==> src/rtl/maxpool_pkg.sv <==
// Shared constants for the 2x2 max-pool window buffer: default feature-map size,
// counter width helper and window pixel positions.
package maxpool_pkg;

    localparam int DEF_IMG_W = 24;
    localparam int DEF_IMG_H = 24;

    // Counter width for a dimension of n positions, never narrower than one bit.
    function automatic int cnt_w(input int n);
        return (n > 1) ? $clog2(n) : 1;
    endfunction

    localparam int DEF_COL_W = cnt_w(DEF_IMG_W);
    localparam int DEF_ROW_W = cnt_w(DEF_IMG_H);

    // Bit positions of the window pixels inside a packed 4-bit window.
    localparam logic [1:0] WIN_TL = 2'd0;
    localparam logic [1:0] WIN_TR = 2'd1;
    localparam logic [1:0] WIN_BL = 2'd2;
    localparam logic [1:0] WIN_BR = 2'd3;

endpackage

==> src/rtl/maxpool_line_buf.sv <==
// One-row, 1-bit line buffer: single write port plus combinational reads of the
// addressed column and its left neighbour.
module maxpool_line_buf
    import maxpool_pkg::*;
#(
    parameter int IMG_W = DEF_IMG_W,
    parameter int COL_W = cnt_w(IMG_W)
) (
    input  logic             clk,
    input  logic             rst,
    input  logic             wr_en,
    input  logic [COL_W-1:0] wr_col,
    input  logic             wr_bit,
    input  logic [COL_W-1:0] rd_col,
    output logic             rd_left,
    output logic             rd_right
);

    logic [IMG_W-1:0] row_q;
    logic [COL_W-1:0] left_col;

    always_ff @(posedge clk or posedge rst) begin
        if (rst) begin
            row_q <= '0;
        end else if (wr_en) begin
            row_q[wr_col] <= wr_bit;
        end
    end

    // Column 0 has no left neighbour; clamp so the address never wraps.
    always_comb begin
        left_col = (rd_col == '0) ? '0 : rd_col - COL_W'(1);
        rd_left  = row_q[left_col];
        rd_right = row_q[rd_col];
    end

endmodule

==> src/rtl/maxpool_window_buf.sv <==
// Raster-order binary pixel stream to non-overlapping 2x2 stride-2 windows.
// Optional start-of-frame resync input enabled by MAXPOOL_SOF_SYNC_EN.
module maxpool_window_buf
    import maxpool_pkg::*;
#(
    parameter int IMG_W = DEF_IMG_W,
    parameter int IMG_H = DEF_IMG_H
) (
    input  logic clk,
    input  logic rst,
    input  logic valid_in,
    input  logic pixel_in,
`ifdef MAXPOOL_SOF_SYNC_EN
    input  logic sof_in,
`endif
    output logic valid_out_buf,
    output logic pixel_0,
    output logic pixel_1,
    output logic pixel_2,
    output logic pixel_3,
    output logic frame_done
);

    localparam int COL_W = cnt_w(IMG_W);
    localparam int ROW_W = cnt_w(IMG_H);
    localparam logic [COL_W-1:0] COL_LAST = COL_W'(IMG_W - 1);
    localparam logic [ROW_W-1:0] ROW_LAST = ROW_W'(IMG_H - 1);

    logic [COL_W-1:0] col_cnt;
    logic [COL_W-1:0] col_cur;
    logic [COL_W-1:0] col_nxt;
    logic [ROW_W-1:0] row_cnt;
    logic [ROW_W-1:0] row_cur;
    logic [ROW_W-1:0] row_nxt;

    logic sof_acc;
    logic col_last;
    logic row_last;
    logic buf_wr;
    logic left_wr;
    logic win_hit;
    logic last_pix;
    logic left_reg;
    logic buf_left;
    logic buf_right;

    logic [3:0] win_p1;
    logic       vld_p1;
    logic       done_p1;

    // A pixel carrying start-of-frame is forced to position (0,0).
    always_comb begin
`ifdef MAXPOOL_SOF_SYNC_EN
        sof_acc = valid_in & sof_in;
`else
        sof_acc = 1'b0;
`endif
        col_cur  = sof_acc ? '0 : col_cnt;
        row_cur  = sof_acc ? '0 : row_cnt;
        col_last = (col_cur == COL_LAST);
        row_last = (row_cur == ROW_LAST);
        col_nxt  = col_last ? '0 : col_cur + COL_W'(1);
        if (col_last) begin
            row_nxt = row_last ? '0 : row_cur + ROW_W'(1);
        end else begin
            row_nxt = row_cur;
        end
        // Odd dimensions fall out naturally: the trailing column/row has an even index.
        buf_wr   = valid_in & ~row_cur[0];
        left_wr  = valid_in &  row_cur[0] & ~col_cur[0];
        win_hit  = valid_in &  row_cur[0] &  col_cur[0];
        last_pix = valid_in &  col_last   &  row_last;
    end

    always_ff @(posedge clk or posedge rst) begin
        if (rst) begin
            col_cnt <= '0;
            row_cnt <= '0;
        end else if (valid_in) begin
            col_cnt <= col_nxt;
            row_cnt <= row_nxt;
        end
    end

    always_ff @(posedge clk or posedge rst) begin
        if (rst) begin
            left_reg <= 1'b0;
        end else if (sof_acc) begin
            left_reg <= 1'b0;
        end else if (left_wr) begin
            left_reg <= pixel_in;
        end
    end

    maxpool_line_buf #(
        .IMG_W (IMG_W),
        .COL_W (COL_W)
    ) u_line_buf (
        .clk      (clk),
        .rst      (rst),
        .wr_en    (buf_wr),
        .wr_col   (col_cur),
        .wr_bit   (pixel_in),
        .rd_col   (col_cur),
        .rd_left  (buf_left),
        .rd_right (buf_right)
    );

    // Stage p1: registered window, strobe and end-of-frame pulse.
    always_ff @(posedge clk or posedge rst) begin
        if (rst) begin
            win_p1  <= '0;
            vld_p1  <= 1'b0;
            done_p1 <= 1'b0;
        end else begin
            vld_p1  <= win_hit;
            done_p1 <= last_pix;
            if (win_hit) begin
                win_p1[WIN_TL] <= buf_left;
                win_p1[WIN_TR] <= buf_right;
                win_p1[WIN_BL] <= left_reg;
                win_p1[WIN_BR] <= pixel_in;
            end
        end
    end

    assign valid_out_buf = vld_p1;
    assign pixel_0       = win_p1[WIN_TL];
    assign pixel_1       = win_p1[WIN_TR];
    assign pixel_2       = win_p1[WIN_BL];
    assign pixel_3       = win_p1[WIN_BR];
    assign frame_done    = done_p1;

endmodule

==> config.mk <==
export PLATFORM = sky130hd
export DESIGN_NAME = maxpool_window_buf
export DESIGN_NICKNAME = d
export VERILOG_FILES = /design/src/rtl/maxpool_pkg.sv /design/src/rtl/maxpool_line_buf.sv /design/src/rtl/maxpool_window_buf.sv
export SDC_FILE = /design/constraint.sdc
export NUM_CORES = 1
export LEC_CHECK = 0
export CAP_MARGIN = 10
export CELL_PAD_IN_SITES_DETAIL_PLACEMENT = 1
export CELL_PAD_IN_SITES_GLOBAL_PLACEMENT = 2
export CORE_AREA = 4 4 80 82
export CTS_BUF_LIST = sky130_fd_sc_hd__clkbuf_4
export CTS_CLUSTER_SIZE = 12
export DETAILED_ROUTE_END_ITERATION = 16
export DIE_AREA = 0 0 84 86
export GPL_TIMING_DRIVEN = 0
export HOLD_SLACK_MARGIN = 0.05
export PLACE_DENSITY_LB_ADDON = 0.08
export REMOVE_ABC_BUFFERS = 1
export SLEW_MARGIN = 10
export SYNTH_ARGS = -nofsm -noshare
export SYNTH_HDL_FRONTEND = slang
export SYNTH_HIERARCHICAL = 1
export SYNTH_SLANG_ARGS = --single-unit
==> constraint.sdc <==
create_clock -name clk -period 6.2 [get_ports clk]
set_input_delay 1.24 -clock clk [delete_from_list [all_inputs] [get_ports clk]]
set_output_delay 1.24 -clock clk [all_outputs]
set_load 0.05 [all_outputs]
-- Word level (Yosys, flattened, before mapping)
Cells that the tools add are included.
- reduce and logical (&&, ||, !) cells: 3
- shift operators: 0
- bitwise logic cells: 8
- multipliers: 0
- multiplexer cells: 10
- magnitude comparators: 3
- $add $sub $neg: 3
- div/mod/pow operators: 0
- eq/ne operators: 2
- operators by type and width (kind ; count):
    24-bit bitwise mux ; 1
    5-bit 2-to-1 mux ; 3
    5-bit by 6-bit less-than comparator with 1-bit output, second input constant ; 2
    5-bit by 1-bit adder with 5-bit output, second input constant ; 2
    1-bit binary-select mux with 5-bit select ; 2
    5-bit == test, second input constant ; 2
    1-bit AND ; 6
    1-bit demux with 5-bit select ; 1
    5-bit by 1-bit >= comparator with 1-bit output, second input constant ; 1
    5-bit zero test ; 1
    5-bit by 1-bit subtractor with 5-bit output, second input constant ; 1
    1-bit 2-to-1 mux ; 3
    1-bit inverter ; 2
    2-bit AND reduction ; 1
    1-bit logical AND ; 1
- output and inout bits: 6
- word-level logic and storage cells: 36
- input bits: 4
- bits in latches: 0
- memories: 0
- bits in read-only memories: 0
- register bits after elaboration: 41
- bits in writable memories: 0

-- Longest topological paths before layout
- depth in word-level cells: 5
- gate-level depth with buffers: 12
- depth with buffers taken out: 8

-- Modules after synthesis
Netlist, hierarchy kept.
- modules (own cells, without submodules) (module ; sequential area each (µm²) ; area each (µm²) ; instances ; cells each):
    maxpool_line_buf ; 600.6 ; 1734.2 ; 1 ; 169
    maxpool_window_buf ; 425.4 ; 788.3 ; 1 ; 64

-- Least setup slack after synthesis
No wires, ideal clock.
- path type: input-to-reg
- start point: in valid_in
- end point: reg u_line_buf.row_q[20]
- library setup time: 0.125 ns
- required time: 6.075 ns
- arrival time: 2.532 ns
- buffers on the path: 1
- stages: 5
- setup slack: 3.543 ns
- cell sequence: buf_6 nor2b_1 or3b_2 nor2_1 mux2_2
- word-level cells in the longest chain between the ends: 1
- RTL lines (element ; line ; text):
    from (decl) ; maxpool_window_buf.sv:11 ; input logic valid_in,
    1-bit AND ; maxpool_window_buf.sv:69 ; buf_wr = valid_in & ~row_cur[0];
    named net buf_wr ; maxpool_window_buf.sv:39 ; logic buf_wr;
    to (signal, indexed assignment) ; maxpool_line_buf.sv:26 ; row_q[wr_col] <= wr_bit;
    to (decl) ; maxpool_line_buf.sv:19 ; logic [IMG_W-1:0] row_q;
The timed path passes the listed nets, and every way through them passes these cells.
A chain may end at the register's enable or synchronous reset.

-- Worst setup path after layout
- start point: in valid_in
- end point: reg u_line_buf.row_q[0]
Same word-level chain as after synthesis.

==> results.json <==
{
  "area_delta_synth_final_pct": 6.15,
  "met2_usage": 0.315,
  "status": "complete, no violations",
  "largest_reg_flops": 24,
  "p_leak_nw": 1.12,
  "syn_area_per_cell_sq_um": 10.8,
  "io_pins": 10,
  "initial_core_util": 0.439,
  "core_sq_um": 5750,
  "synth-seq-cells": 41,
  "crit_arrival_ns": 3.56,
  "hold_start": "win_p1[1]",
  "grt_max_degree": 38,
  "synth.top_cell.area_share": 0.407,
  "dr_total_vias": 1855,
  "synth_edf_count": 0,
  "fmax_mhz": 301,
  "die_height_um": 86,
  "rr_worst_depth": 7,
  "async_flop_share": 1.00,
  "top_regs": "u_line_buf/row_q x24, col_cnt x5, row_cnt x5",
  "power.density_nw_per_um2": 458,
  "nets": 244,
  "worstPathMaxFanout": 8,
  "max_cap_viol_count": 0,
  "cts_tree": "built",
  "die_w_um": 84,
  "min_period_ns": 3.32,
  "synth.most_common_cell": "dfrtp_1",
  "dp_hpwl_um": 4390,
  "reg2reg_slack_ns": 3.31,
  "wl_um": 6040,
  "grt_pass1_wl_um": 10200,
  "layout-drive-gt1-share": 0.223,
  "cts.clk_slew.worst_paths_ns": 0.12,
  "required_ns": 6.43,
  "synth_area_leader_cell": "dfrtp_1",
  "final_util": 0.466,
  "clock-skew-final_ns": 0.00998,
  "drt_first_pass_iters": 4,
  "grt_overflow": 0,
  "synth_cell_types": 51,
  "critPathCaptureType": "register",
  "met1_usage": 0.218,
  "tightest_slew_ns": 0.967,
  "synth.area.top_cells": "dfrtp_1 (41%), mux2_2 (13%), mux4_2 (6.3%), nand2_1 (4.2%), mux2i_1 (2.8%)",
  "dieArea_sq_um": 7220,
  "drtIter0Drc": 91,
  "drc_errors": 0,
  "routedWlPerCell_um": 19.3,
  "largest_register": "u_line_buf/row_q",
  "relSlewSlack": 0.355,
  "io_buffers": 9,
  "hold_class": "reg2reg",
  "fin_crit_sh": 0.536,
  "worstSetupPathType": "in2reg",
  "finalSetupViolCount": 0,
  "ys.warnings.count": 6,
  "clock_path_buffers": 2,
  "synthCells": 233,
  "synthTopCellsByCount": "dfrtp_1 (41), mux2_2 (30), nand2_1 (28)",
  "rsz0062_at_grt": "no",
  "postRouteAntennaNets": 0,
  "met3_usage": 0.0346,
  "synthesis.area_sq_um": 2520,
  "timing.rr.end": "win_p1[0]",
  "ctsHoldBuffers": 0,
  "diodes": 0,
  "final.setup.tns_ns": 0,
  "antenna_found_initial": 0,
  "pre_cts_ws_ns": 2.55,
  "cts_sinks": 41,
  "min_to": "win_p1[1]",
  "whs_path_depth": 1,
  "clkLatencyLatePin_ns": 0.35,
  "first_global_vias": 1985,
  "fin_ws_ns": 2.88,
  "ir_drop_v": 0.000187,
  "via_per_inst": 5.93,
  "cts_buffers": 5,
  "fill_cells": 649,
  "hold_violations": 0,
  "cts_root_buffer": "clkbuf_4",
  "num_rows": 28,
  "cts_resized": 0,
  "gr-max-usage-layer": "met2",
  "synth_ff_type": "dfrtp_1",
  "final_max_slew_viol_count": 0,
  "cts_htree_levels": 2,
  "reg2reg_from": "col_cnt[0]",
  "startpoint_type": "input port",
  "seq_area_frac_synth": 0.407,
  "grt_usage": 0.178,
  "cts_setup_buffers": 0,
  "gp_congestion": 0.780
}
==> layout by cell type (no fill, tap or decap), drive strengths merged, types with 3 or more instances in the layout <==
| cell | n |
|---|---|
| dfrtp | 41 |
| mux2 | 31 |
| nand2 | 28 |
| nor2 | 16 |
| inv | 11 |
| clkdlybuf4s50 | 9 |
| o21ai | 8 |
| mux2i | 7 |
| mux4 | 7 |
| clkbuf | 6 |
| nand3b | 5 |
| nor4 | 5 |
| nor4b | 5 |
| a21oi | 4 |
| nand2b | 4 |
| nor3b | 4 |
| nand3 | 4 |
| o31ai | 3 |
| ha | 3 |
| a211oi | 3 |
| and2 | 3 |
| nor3 | 3 |
==> worst max-delay path, cell delays in order <==
cell and delay, ns:
clkdlybuf4s50_1 0.68, nor2b_1 0.50, nor3b_1 0.66, nand2_1 0.16, mux2_2 0.31
==> logic make-up (layout without fill, tap and decap cells) <==
family,after synthesis,in the layout,share of synthesized area
AND/OR/NAND/NOR,89,89,0.210
multiplexers,45,45,0.229
flip-flops,41,41,0.407
AO/OA/AOI/OAI,28,28,0.0759
buffers and inverters,23,28,0.0501
XOR/XNOR,4,4,0.0139
adder cells (fa/ha/maj),3,3,0.0149
==> how the worst max path moves through the flow <==
stage / to / cells past startpoint / start / slack [ns]
after global placement: u_line_buf/row_q[0] / 5 / valid_in / 2.67
after global routing: u_line_buf/row_q[4] / 5 / valid_in / 2.77
after floorplan: win_p1[0] / 8 / col_cnt[0] / 3.48
after detailed placement: u_line_buf/row_q[0] / 5 / valid_in / 2.55
final: u_line_buf/row_q[0] / 5 / valid_in / 2.88
after CTS: win_p1[0] / 8 / col_cnt[0] / 2.84
==> report_power, final <==
group          internal [W]  leakage, nW  switching [W]
combinational      0.000275        0.542       0.000285
sequential         0.000347        0.540       0.000190
clock             0.0000476       0.0354      0.0000835
total              0.000669         1.12       0.000558
==> area by class of cell <==
class | count | area [sq um] | share of cell area
sequential | 41 | 1030 | 0.384
inverter | 11 | 41.3 | 0.0154
timing repair buffer | 9 | 90.1 | 0.0336
multi-input combinational | 169 | 1370 | 0.512
tap | 75 | 93.8 | 0.0350
clock inverter | 2 | 10.0 | 0.00374
clock buffer | 6 | 45.0 | 0.0168
==> stage by stage <==
| stage | total power, W | cell area [sq um] | hold WS [ns] | instances |
|---|---|---|---|---|
| finish | 0.00123 | 2680 | 0.529 | 313 |
| global route | 0.00132 | 2680 | 0.558 | 313 |
| CTS | 0.00124 | 2680 | 0.536 | 313 |
| detailed placement | 0.00110 | 2620 | 0.505 | 305 |
| global placement | 0.00108 | 2620 | 0.487 | 305 |
| floorplan | 0.000919 | 2440 | 0.477 | 221 |
==> metal layers <==
| layer | part of all wire | up-vias | wire [um] |
|---|---|---|---|
| met3 | 0.038 | 10 | 231 |
| met1 | 0.43 | 951 | 2620 |
| met4 | 0.016 | 0 | 96 |
| li1 | - | 862 | - |
| met5 | 0 | - | 0 |
| met2 | 0.51 | 32 | 3090 |
Note: power is estimated with default switching activity, not from simulation.
